**config.mk**
```make
export PLATFORM = sky130hd
export DESIGN_NAME = window_monitor
export DESIGN_NICKNAME = d
export VERILOG_FILES = /design/src/rtl/window_pkg.sv /design/src/rtl/window_monitor_sat_counter.sv /design/src/rtl/window_monitor.sv
export SDC_FILE = /design/constraint.sdc
export NUM_CORES = 1
export LEC_CHECK = 0
export ABC_AREA = 1
export CAP_MARGIN = 10
export CORE_UTILIZATION = 50
export CTS_CLUSTER_DIAMETER = 30
export DETAILED_ROUTE_END_ITERATION = 16
export GPL_TIMING_DRIVEN = 0
export PLACE_DENSITY = 0.79
export SYNTH_ARGS = -nofsm -noshare
export SYNTH_HDL_FRONTEND = slang
export SYNTH_SLANG_ARGS = --single-unit
```
**constraint.sdc**
```tcl
create_clock -name Clock -period 3.9 [get_ports Clock]
set_clock_uncertainty 0.15 [all_clocks]
set_input_delay 0.39 -clock Clock [delete_from_list [all_inputs] [get_ports Clock]]
set_output_delay 0.39 -clock Clock [all_outputs]
set_load 0.1 [all_outputs]
```
**src/rtl/window_pkg.sv**
```systemverilog
// Shared band encoding and flag classifier for the window comparator monitor.
package window_pkg;

  typedef enum logic [1:0] {S_OK, S_HIGH, S_LOW} band_t;

  typedef struct packed {
    logic  legal;
    band_t band;
  } class_t;

  // Only the three one-hot patterns are legal; anything else reports legal = 0.
  function automatic class_t classify(input logic th, input logic ok, input logic tl);
    class_t c;
    c.legal = 1'b1;
    c.band  = S_OK;
    case ({th, ok, tl})
      3'b100:  c.band  = S_HIGH;
      3'b010:  c.band  = S_OK;
      3'b001:  c.band  = S_LOW;
      default: c.legal = 1'b0;
    endcase
    return c;
  endfunction

endpackage

```
**src/rtl/window_monitor_sat_counter.sv**
```systemverilog
// Up-counter that sticks at its all-ones value instead of wrapping.
module sat_counter #(
  parameter int W = 8
) (
  input  logic         Clock,
  input  logic         nReset,
  input  logic         inc,
  output logic [W-1:0] count
);

  always_ff @(posedge Clock or negedge nReset) begin
    if (!nReset) begin
      count <= '0;
    end else if (inc && (count != {W{1'b1}})) begin
      count <= count + W'(1);
    end
  end

endmodule

```
**src/rtl/window_monitor.sv**
```systemverilog
// Debounces the window comparator's one-hot flags into a clean band, with a
// sticky alarm, a saturating excursion count and an illegal-pattern fault flag.
module window_monitor
  import window_pkg::*;
#(
  parameter int PERSIST = 4,
  parameter int CW      = 8
) (
  input  logic          Clock,
  input  logic          nReset,
  input  logic          Too_High,
  input  logic          OK,
  input  logic          Too_Low,
  input  logic          Clear,
  output logic          In_Range,
  output logic          Alarm_High,
  output logic          Alarm_Low,
  output logic          Latched_Alarm,
  output logic [CW-1:0] Excursions,
  output logic          Fault
);

  localparam int CNT_W = (PERSIST < 1) ? 1 : $clog2(PERSIST + 1);
  localparam logic [CNT_W-1:0] PERSIST_C = CNT_W'(PERSIST);

  if (PERSIST < 1 || PERSIST > 15) begin : g_bad_persist
    $error("window_monitor: PERSIST must be in 1..15");
  end

  band_t             state, state_n;
  band_t             cand, cand_n;
  logic [CNT_W-1:0]  cnt, cnt_n;
  logic [CNT_W-1:0]  run_len;
  class_t            cls;
  logic              entry;
  logic              excursion;

  assign cls = classify(Too_High, OK, Too_Low);

  // A run continues only while samples match the held candidate; reaching
  // PERSIST commits the band and rearms the counter on the same edge.
  always_comb begin
    state_n = state;
    cand_n  = cand;
    cnt_n   = cnt;
    run_len = '0;
    if (cls.legal) begin
      if (cls.band == state) begin
        cnt_n = '0;
      end else begin
        if (cls.band == cand && cnt != '0) begin
          run_len = cnt + CNT_W'(1);
        end else begin
          cand_n  = cls.band;
          run_len = CNT_W'(1);
        end
        if (run_len == PERSIST_C) begin
          state_n = cls.band;
          cnt_n   = '0;
        end else begin
          cnt_n = run_len;
        end
      end
    end
  end

  assign entry     = (state_n != state) && (state_n != S_OK);
  assign excursion = entry && (state == S_OK);

  always_ff @(posedge Clock or negedge nReset) begin
    if (!nReset) begin
      state <= S_OK;
      cand  <= S_OK;
      cnt   <= '0;
      Fault <= 1'b0;
    end else begin
      state <= state_n;
      cand  <= cand_n;
      cnt   <= cnt_n;
      Fault <= ~cls.legal;
    end
  end

  // Clear is honoured only once the band is back to OK; a new entry wins.
  always_ff @(posedge Clock or negedge nReset) begin
    if (!nReset) begin
      Latched_Alarm <= 1'b0;
    end else if (entry) begin
      Latched_Alarm <= 1'b1;
    end else if (Clear && state == S_OK) begin
      Latched_Alarm <= 1'b0;
    end
  end

  sat_counter #(.W(CW)) u_excursions (
    .Clock  (Clock),
    .nReset (nReset),
    .inc    (excursion),
    .count  (Excursions)
  );

  assign In_Range   = (state == S_OK);
  assign Alarm_High = (state == S_HIGH);
  assign Alarm_Low  = (state == S_LOW);

endmodule

```
==> flow_summary.yaml, run 1 <==
grt:
  grt_pass1_wl_mm: 2.967
  grt_pass1_vias: 699
  track_usage_pct: 18.72
  overflow: 0
  antenna_found_initial: 0
  grt_max_degree: 18
sta:
  setup_violations: 0
  fin_crit_ns: 2.557
  fmaxAchievable_mhz: 391.1
  fin_crit_sh_pct: 65.56
  worst_pin_slew_ns: 0.9717
  finalHoldViolations: 0
  rsz0062_at_grt: "false"
  relSlewSlack_pct: 35.02
  final-max-slew-violation-count: 0
  tns_ns: 0
  hold_slack_ns: 0.3837
route:
  ant_nets: 0
  wl_mm: 1.889
  drt_iter0_drc: 21
  num_vias: 877
  wire_per_inst_um: 11.05
  first_pass_iters: 4
  vias_per_cell: 5.129
  drc: 0
yosys:
  synth.yosys.seq_area_share_pct: 39.77
  synth_nets: 131
  ys.flop_type: "dfrtp_1"
  synth-simple-area-share_pct: 36.37
  synth_common_cells: "23 x nand2_1, 17 x dfrtp_1, 16 x inv_1"
  synth_edf_count: 0
  synthXorXnorAreaFrac_pct: 6.550
  synth_mux_area_share_pct: 0
  yosysMostFrequentCell: "nand2_1"
  synth_area_leaders: "dfrtp_1 40%, nand2_1 8.1%, nand4_1 5.8%"
  synth_fa_ha_area_share_pct: 3.509
  synth_top_cell_by_area: "dfrtp_1"
  synth_area_um2: 1070
  yosys.area.top_type_share_pct: 39.77
  post_synth_num_cell_types: 26
  synth-seq-cells: 17
  syn_avg_cell_area_um2: 8.769
  yosysWarnings: 0
  synth_cells: 122
  synthArstFlopShare_pct: 100.0
  synth-compound-area-share_pct: 7.368
  synth_top_family_by_area: "simple AND/OR/NAND/NOR gates"
pwr:
  switchingPower_mw: 0.4207
  finalPower_mw: 0.7940
  p_sw_share_pct: 52.98
  p_leak_nw: 0.6114
  p_int_mw: 0.3733
  combPwrFrac_pct: 58.4
  ir_worst_vdd_v: 0.0004197
  pwr-share-clk_pct: 11.6
  p_seq_share_pct: 30.0
  powerDensity_nw_per_um2: 606.1
floorplanning:
  die_y_um: 48.26
  chipWidth_um: 48.26
  die_area_um2: 2329
  start_util_pct: 53.98
  io_pins: 19
  core_area_um2: 1982
  rows: 16
flow_run:
  cap_violations: 0
placed_design:
  gp_congestion: 0.7424
  port_buffers: 18
  hpwl_mm: 1.432
cells_and_area:
  drive_gt1_share_pct: 17.36
  fill_cells: 158
  num-nets-final: 154
  syn_to_final_growth_pct: 22.46
  n_antenna_cell: 0
  fin_util_pct: 66.10
critical_path:
  rr_endpoint: "u_excursions.count[5]"
  cp-end-kind: "output pin"
  cp.required_ns: 3.36
  crit_fanout: 5
  criticalPathCategory: "flip-flop to output pin"
  r2r_cells: 11
  reg2reg_slack_ns: 1.80
  start_kind: "flip-flop"
  rr_startpoint: "cnt[0]"
  worst_ep_arrival_time_ns: 2.02
hold_path:
  holdCritStartpoint: "Latched_Alarm"
  hold_depth: 2
  hold_path.class: "flip-flop to flip-flop"
  whs_endpoint: "Latched_Alarm"
clock_network:
  cts_setup_buffers: 0
  cts_buffer_depth: 2
  insertion_delay_ns: 0.29
  clkTransAtPathRegs_ns: 0.09
  cts.sinks: 17
  cts_tree: "yes"
  postCtsHoldBufs: 0
  htree_levels: 1
  cts_root_buf: "clkbuf_4"
  numCtsBuffers: 3
  ctsResizeCount: 0
outcome:
  outcome: "complete, no violations"
## placed cells by master, fill, tap and decap left out
cell and count:
nor3_1 1, clkbuf_1 1, nand3b_1 2, clkdlybuf4s50_1 18
nand3_4 2, nand2_4 2, nand4_4 1, a31oi_2 1
inv_2 1, clkbuf_4 3, nor2_8 1, inv_1 16
a21oi_2 1, xor2_1 7, nor2_1 8, nor2_2 3
nand2_1 23, xnor2_1 1, nand3_1 5, o21ai_0 4
dfrtp_1 17, ha_1 3, nand4_1 10, o22ai_1 2
nand2_2 6, o211ai_1 1, buf_2 1, o21ai_2 2
nor3_2 1
## worst max-delay path: stages (launching register included)
cell and delay, ns:
dfrtp_1 0.44, inv_1 0.08, nor2_1 0.08, clkdlybuf4s50_1 1.13
## worst max path at each step
| stage | slack [ns] | from | cells after the start | to |
|---|---|---|---|---|
| floorplan | 1.05 | state[1] | 6 | u_excursions.count[6] |
| detailed placement | 1.38 | Too_Low | 10 | u_excursions.count[5] |
| global route | 1.24 | state[1] | 3 | Alarm_Low |
| CTS | 1.33 | state[1] | 3 | Alarm_Low |
| finish | 1.34 | state[1] | 3 | Alarm_Low |
| global placement | 1.40 | Too_Low | 10 | u_excursions.count[5] |
## metal layers
metal	vias to the layer above	share of wire, %	GRT usage, %
met4	0	0.95	8.333
met5	-	0	0
li1	453	-	-
met2	19	45	27.20
met1	403	50	26.33
met3	2	4.3	4.444
## sequential cells by signal, indices dropped and copies added, names as in the netlist
name and count:
u_excursions.count 8, cnt 3, cand 2, state 2, Fault 1, Latched_Alarm 1
## kinds of logic after synthesis
family | after synthesis
buffers and inverters | 18
xor gates and xnor gates | 8
AOI/OAI and AO/OA | 11
adders and majority gates | 3
and+or+nand+nor | 65
DFF | 17
## layout make-up
class	count	area [µm²]	share of cell area, %
Tap cell	27	33.78	2.579
Sequential cell	17	425.4	32.47
Multi-Input combinational cell	87	575.6	43.93
Clock buffer	4	26.28	2.006
Inverter	17	63.81	4.871
Buffer	1	5.005	0.3820
Timing Repair Buffer	18	180.2	13.75
## power by group through the flow
stage | clock (mW) | combinational, mW | sequential [mW]
after global placement | 0 | 0.458 | 0.240
after CTS | 0.0966 | 0.465 | 0.239
after detailed placement | 0 | 0.465 | 0.242
after global routing | 0.104 | 0.498 | 0.244
after floorplan | 0 | 0.337 | 0.279
final | 0.0920 | 0.464 | 0.238
## metrics by stage
stage	instance area [µm²]	instances	setup slack, ns
after floorplan	1070	122	1.052
after global placement	1284	167	1.397
after detailed placement	1284	167	1.382
after CTS	1310	171	1.328
after global routing	1310	171	1.239
final	1310	171	1.343
No activity file was read; power rests on OpenSTA's default activity.
==> inputs of run 2 (changes only) <==
--- a/config.mk
+++ b/config.mk
@@ -7,11 +7,11 @@
 export LEC_CHECK = 0
 export ABC_AREA = 1
 export CAP_MARGIN = 10
-export CORE_UTILIZATION = 50
+export CORE_UTILIZATION = 46
 export CTS_CLUSTER_DIAMETER = 30
 export DETAILED_ROUTE_END_ITERATION = 16
 export GPL_TIMING_DRIVEN = 0
-export PLACE_DENSITY = 0.79
+export PLACE_DENSITY = 0.77
 export SYNTH_ARGS = -nofsm -noshare
 export SYNTH_HDL_FRONTEND = slang
 export SYNTH_SLANG_ARGS = --single-unit
==> constraint.sdc (replaced) <==
create_clock -name Clock -period 2.32 [get_ports Clock]
set_clock_uncertainty 0.15 [all_clocks]
set_input_delay 0.232 -clock Clock [delete_from_list [all_inputs] [get_ports Clock]]
set_output_delay 0.232 -clock Clock [all_outputs]
set_load 0.1 [all_outputs]
==> run 2 against run 1 <==
  * Combinational power rose by 67%
  * Hold slack got worse by 0.14 ns
  * Total power rose by 69%
  * Sequential cell count did not move
  * Critical path type unchanged
  * Largest cell class unchanged
  * Highest routed layer unchanged
==> flow_summary.yaml, run 2 (synthesis gave the netlist of run 1 again) <==
pwr:
  p_leak_nw: 0.6724
  powerDensity_nw_per_um2: 1011
  ir_worst_vdd_v: 0.0006274
route:
  first_pass_iters: 4
  num_vias: 886
  vias_per_cell: 5.151
  ant_nets: 0
  drt_iter0_drc: 17
  drc: 0
  wl_mm: 2.127
  wire_per_inst_um: 12.37
placed_design:
  hpwl_mm: 1.592
  port_buffers: 18
  gp_congestion: 0.8382
critical_path:
  worst_ep_arrival_time_ns: 1.87
  crit_fanout: 5
  cp-end-kind: "output pin"
  r2r_cells: 11
  start_kind: "flip-flop"
  rr_startpoint: "cnt[0]"
  reg2reg_slack_ns: 0.19
  cp_slowest_cell: "clkdlybuf4s50_1"
  rr_endpoint: "u_excursions.count[7]"
  cp_top_family: "buffers and inverters"
  worst-path-buf-inv: 1
  path_cells: "clkdlybuf4s50_1"
  cp.required_ns: 1.94
  slowest_delay_ns: 1.16
  criticalPathCategory: "flip-flop to output pin"
floorplanning:
  io_pins: 19
  core_area_um2: 2212
  chipWidth_um: 50.23
  die_y_um: 50.23
  rows: 17
  die_area_um2: 2523
  start_util_pct: 48.36
cells_and_area:
  fin_util_pct: 59.90
  syn_to_final_growth_pct: 23.86
  largest_reg_flops: 8
  fill_cells: 214
  largest_registers: "u_excursions.count x8, cnt x3"
  layout_commonest_cell: "nand2_1"
  regMostFlops: "u_excursions.count"
  mostFrequentLayoutCells: "23 x nand2_1, 16 x inv_1, 15 x dfrtp_1"
  num-nets-final: 154
  drive_gt1_share_pct: 19.44
  n_antenna_cell: 0
sta:
  setup_violations: 0
  fin_crit_ns: 2.253
  rsz0062_at_grt: "false"
  worst_pin_slew_ns: 0.9702
  relSlewSlack_pct: 35.21
  hold_slack_ns: 0.2425
  final-max-slew-violation-count: 0
  fmaxAchievable_mhz: 443.9
  finalHoldViolations: 0
  fin_crit_sh_pct: 97.10
grt:
  grt_pass1_wl_mm: 3.732
  overflow: 0
  antenna_found_initial: 0
  grt_max_degree: 18
  track_usage_pct: 19.38
  grt_pass1_vias: 893
clock_network:
  numCtsBuffers: 3
  cts_root_buf: "clkbuf_4"
  cts_tree: "yes"
  clkTransAtPathRegs_ns: 0.09
  insertion_delay_ns: 0.28
  cts.sinks: 17
  cts_buffer_depth: 2
  htree_levels: 1
  postCtsHoldBufs: 0
hold_path:
  hold_path.class: "input port to async pin"
outcome:
  outcome: "complete, no violations"
flow_run:
  cap_violations: 0
## run 2: changes by cell type in the layout (fill, tap and decap cells not counted)
cell / change
dfrtp_1: -2
clkdlybuf4s50_1: -6
dlygate4sd2_1: +3
dfrtp_2: +2
nor2_1: -1
dlymetal6s2s_1: +3
nor2_4: +1
## run 2: layout make-up
cell class	count	area, µm²	area share (%)
Multi-Input combinational cell	87	583.1	44.00
Sequential cell	17	427.9	32.29
Inverter	17	63.81	4.816
Clock buffer	4	26.28	1.983
Buffer	1	5.005	0.3777
Tap cell	28	35.03	2.644
Timing Repair Buffer	18	183.9	13.88
## run 2: routing by layer
metal  up-vias  wire (µm)  part of all wire [%]  track usage, %
met5         -          0                     0               0
met4         0         14                  0.66           6.190
met3         4         84                   3.9           3.333
met2        16       1108                    52           34.89
met1       418        920                    43           23.03
li1        448          -                     -               -
## run 2: worst max-delay path by stage
stage                                      from                     to  cells past startpoint
after floorplan           u_excursions.count[2]  u_excursions.count[6]                      6
after global placement                 Too_High  u_excursions.count[7]                     10
after detailed placement                Too_Low  u_excursions.count[0]                     10
after CTS                 u_excursions.count[6]          Excursions[6]                      1
after global routing      u_excursions.count[5]          Excursions[5]                      1
final                     u_excursions.count[5]          Excursions[5]                      1
## run 2: repair_timing
item                       4_1_cts  5_1_grt
resized for setup                3        3
setup endpoints to repair        3        3
buffers inserted                 0        0
## run 2: metrics by stage
| stage | setup WS (ns) | cell area (µm²) | TNS, ns | instances | power [mW] |
|---|---|---|---|---|---|
| after floorplan | 0.1424 | 1080 | 0 | 122 | 1.051 |
| after global placement | -0.01613 | 1295 | -0.09916 | 168 | 1.191 |
| after detailed placement | -0.05515 | 1295 | -0.3702 | 168 | 1.213 |
| after CTS | 0.002316 | 1318 | 0 | 172 | 1.355 |
| after global routing | 0.007077 | 1325 | 0 | 172 | 1.425 |
| final | 0.06736 | 1325 | 0 | 172 | 1.339 |
## run 2: where the power goes
group | switching, mW | internal, mW
registers | 0.0607 | 0.351
clock network | 0.0876 | 0.0667
logic | 0.575 | 0.198
==> inputs of run 3 (changes only) <==
--- a/config.mk
+++ b/config.mk
@@ -12,6 +12,7 @@
 export DETAILED_ROUTE_END_ITERATION = 16
 export GPL_TIMING_DRIVEN = 0
 export PLACE_DENSITY = 0.77
+export RECOVER_POWER = 100
 export SYNTH_ARGS = -nofsm -noshare
 export SYNTH_HDL_FRONTEND = slang
 export SYNTH_SLANG_ARGS = --single-unit
==> run 3 against run 2 <==
  * Utilization shrank 2.5 points
  * Critical endpoint unchanged
  * Via count grew 0.56%
  * Clock power is essentially flat
  * Global-route usage is the same
  * Cell count is the same
  * Critical path type unchanged
  * Routed wire length shrank 1.5%
  * Critical path depth is the same
  * Highest routed layer unchanged
  * Sequential power is essentially flat
  * Die area is the same
==> flow_summary.yaml, run 3 (synthesis gave the netlist of run 1 again) <==
sta:
  fin_crit_sh_pct: 97.39
  setup_violations: 0
  tns_ns: 0
  relSlewSlack_pct: 21.66
  finalHoldViolations: 0
  fin_crit_ns: 2.259
  hold_slack_ns: 0.3089
  final-max-slew-violation-count: 0
  worst_pin_slew_ns: 1.180
  fmaxAchievable_mhz: 442.6
clock_network:
  numCtsBuffers: 3
  insertion_delay_ns: 0.28
  postCtsHoldBufs: 0
  htree_levels: 1
  cts_setup_buffers: 0
  clkTransAtPathRegs_ns: 0.09
  cts_buffer_depth: 2
  cts.sinks: 17
  cts_tree: "yes"
  cts_root_buf: "clkbuf_4"
pwr:
  p_leak_nw: 0.6009
  powerDensity_nw_per_um2: 1027
  ir_worst_vdd_v: 0.0006215
  finalPower_mw: 1.304
route:
  wire_per_inst_um: 12.18
  ant_nets: 0
  num_vias: 891
  vias_per_cell: 5.180
  drt_iter0_drc: 19
  first_pass_iters: 4
  drc: 0
  wl_mm: 2.095
floorplanning:
  io_pins: 19
  chipWidth_um: 50.23
  die_y_um: 50.23
  start_util_pct: 48.36
  die_area_um2: 2523
  rows: 17
  core_area_um2: 2212
placed_design:
  gp_congestion: 0.8382
  port_buffers: 18
  hpwl_mm: 1.592
  post_dp_cell_area_um2: 1295
grt:
  antenna_found_initial: 0
  grt_max_degree: 18
  grt_pass1_wl_mm: 3.732
  track_usage_pct: 19.38
  grt_pass1_vias: 893
  overflow: 0
hold_path:
  hold_path.class: "input port to async pin"
critical_path:
  cp_slowest_cell: "clkdlybuf4s50_1"
  path_cells: "clkdlybuf4s50_1"
  reg2reg_slack_ns: 0.19
  start_kind: "flip-flop"
  cp.depth: 1
  cp-endpoint: "Excursions[5]"
  worst_ep_arrival_time_ns: 1.88
  worst-path-buf-inv: 1
  criticalPathCategory: "flip-flop to output pin"
  crit_fanout: 5
  rr_startpoint: "cnt[0]"
  cp.required_ns: 1.94
  crit_start: "u_excursions.count[5]"
  cp_top_family: "buffers and inverters"
  rr_endpoint: "u_excursions.count[7]"
  slowest_delay_ns: 1.16
  cp-end-kind: "output pin"
  r2r_cells: 11
cells_and_area:
  num-nets-final: 154
  fin_util_pct: 57.41
  drive_gt1_share_pct: 18.06
  largest_reg_flops: 8
  finalInstanceArea_um2: 1270
  n_antenna_cell: 0
  syn_to_final_growth_pct: 18.71
  layout_commonest_cell: "nand2_1"
  largest_registers: "u_excursions.count x8, cnt x3"
  regMostFlops: "u_excursions.count"
  mostFrequentLayoutCells: "23 x nand2_1, 16 x inv_1, 15 x dfrtp_1"
outcome:
  outcome: "complete, no violations"
flow_run:
  cap_violations: 0
## run 3: changes by cell type in the layout (fill, tap and decap cells not counted), sizes merged
cell,delta
clkbuf,+6
dlymetal6s2s,-3
clkdlybuf4s50,-3
dlygate4sd3,+3
dlygate4sd2,-3
## run 3: worst min-delay path by stage
stage / startpoint / end / cells past startpoint
detailed placement: Latched_Alarm / Latched_Alarm / 2
floorplan: nReset / Fault / 0
global placement: Latched_Alarm / Latched_Alarm / 2
CTS: nReset / cnt[2] / 1
finish: nReset / cnt[2] / 1
global route: nReset / cnt[2] / 1
## run 3: layout make-up
| class | instances | area (µm²) |
|---|---|---|
| Buffer | 1 | 5.005 |
| Clock buffer | 4 | 26.28 |
| Fill cell | 225 | 942.2 |
| Inverter | 17 | 63.81 |
| Multi-Input combinational cell | 87 | 569.3 |
| Sequential cell | 17 | 427.9 |
| Tap cell | 28 | 35.03 |
| Timing Repair Buffer | 18 | 142.6 |
## run 3: where the power goes
group	total (mW)	internal, mW	switching (mW)
registers	0.408	0.351	0.0576
logic	0.742	0.180	0.563
clock network	0.154	0.0667	0.0872
## run 3: through the flow
| step | std cells | worst slack (ns) |
|---|---|---|
| 6_report | 172 | 0.06053 |
| 5_1_grt | 172 | -0.001833 |
| 4_1_cts | 172 | 0.002316 |
| 3_5_place_dp | 168 | -0.05515 |
| 3_3_place_gp | 168 | -0.01613 |
| 2_1_floorplan | 122 | 0.1424 |
## run 3: timing repair
action / 4_1_cts / 5_1_grt
endpoints found under the hold margin: 0 / 0
resized for setup: 3 / 3
endpoints found under the setup margin: 3 / 3
## run 3: per-layer routing
layer / wire (µm) / vias up / part of all wire, % / GRT usage (%)
met3: 81 / 4 / 3.9 / 3.333
met4: 14 / 0 / 0.67 / 6.190
met5: 0 / - / 0 / 0
met1: 891 / 420 / 43 / 23.03
li1: - / 451 / - / -
met2: 1107 / 16 / 53 / 34.89
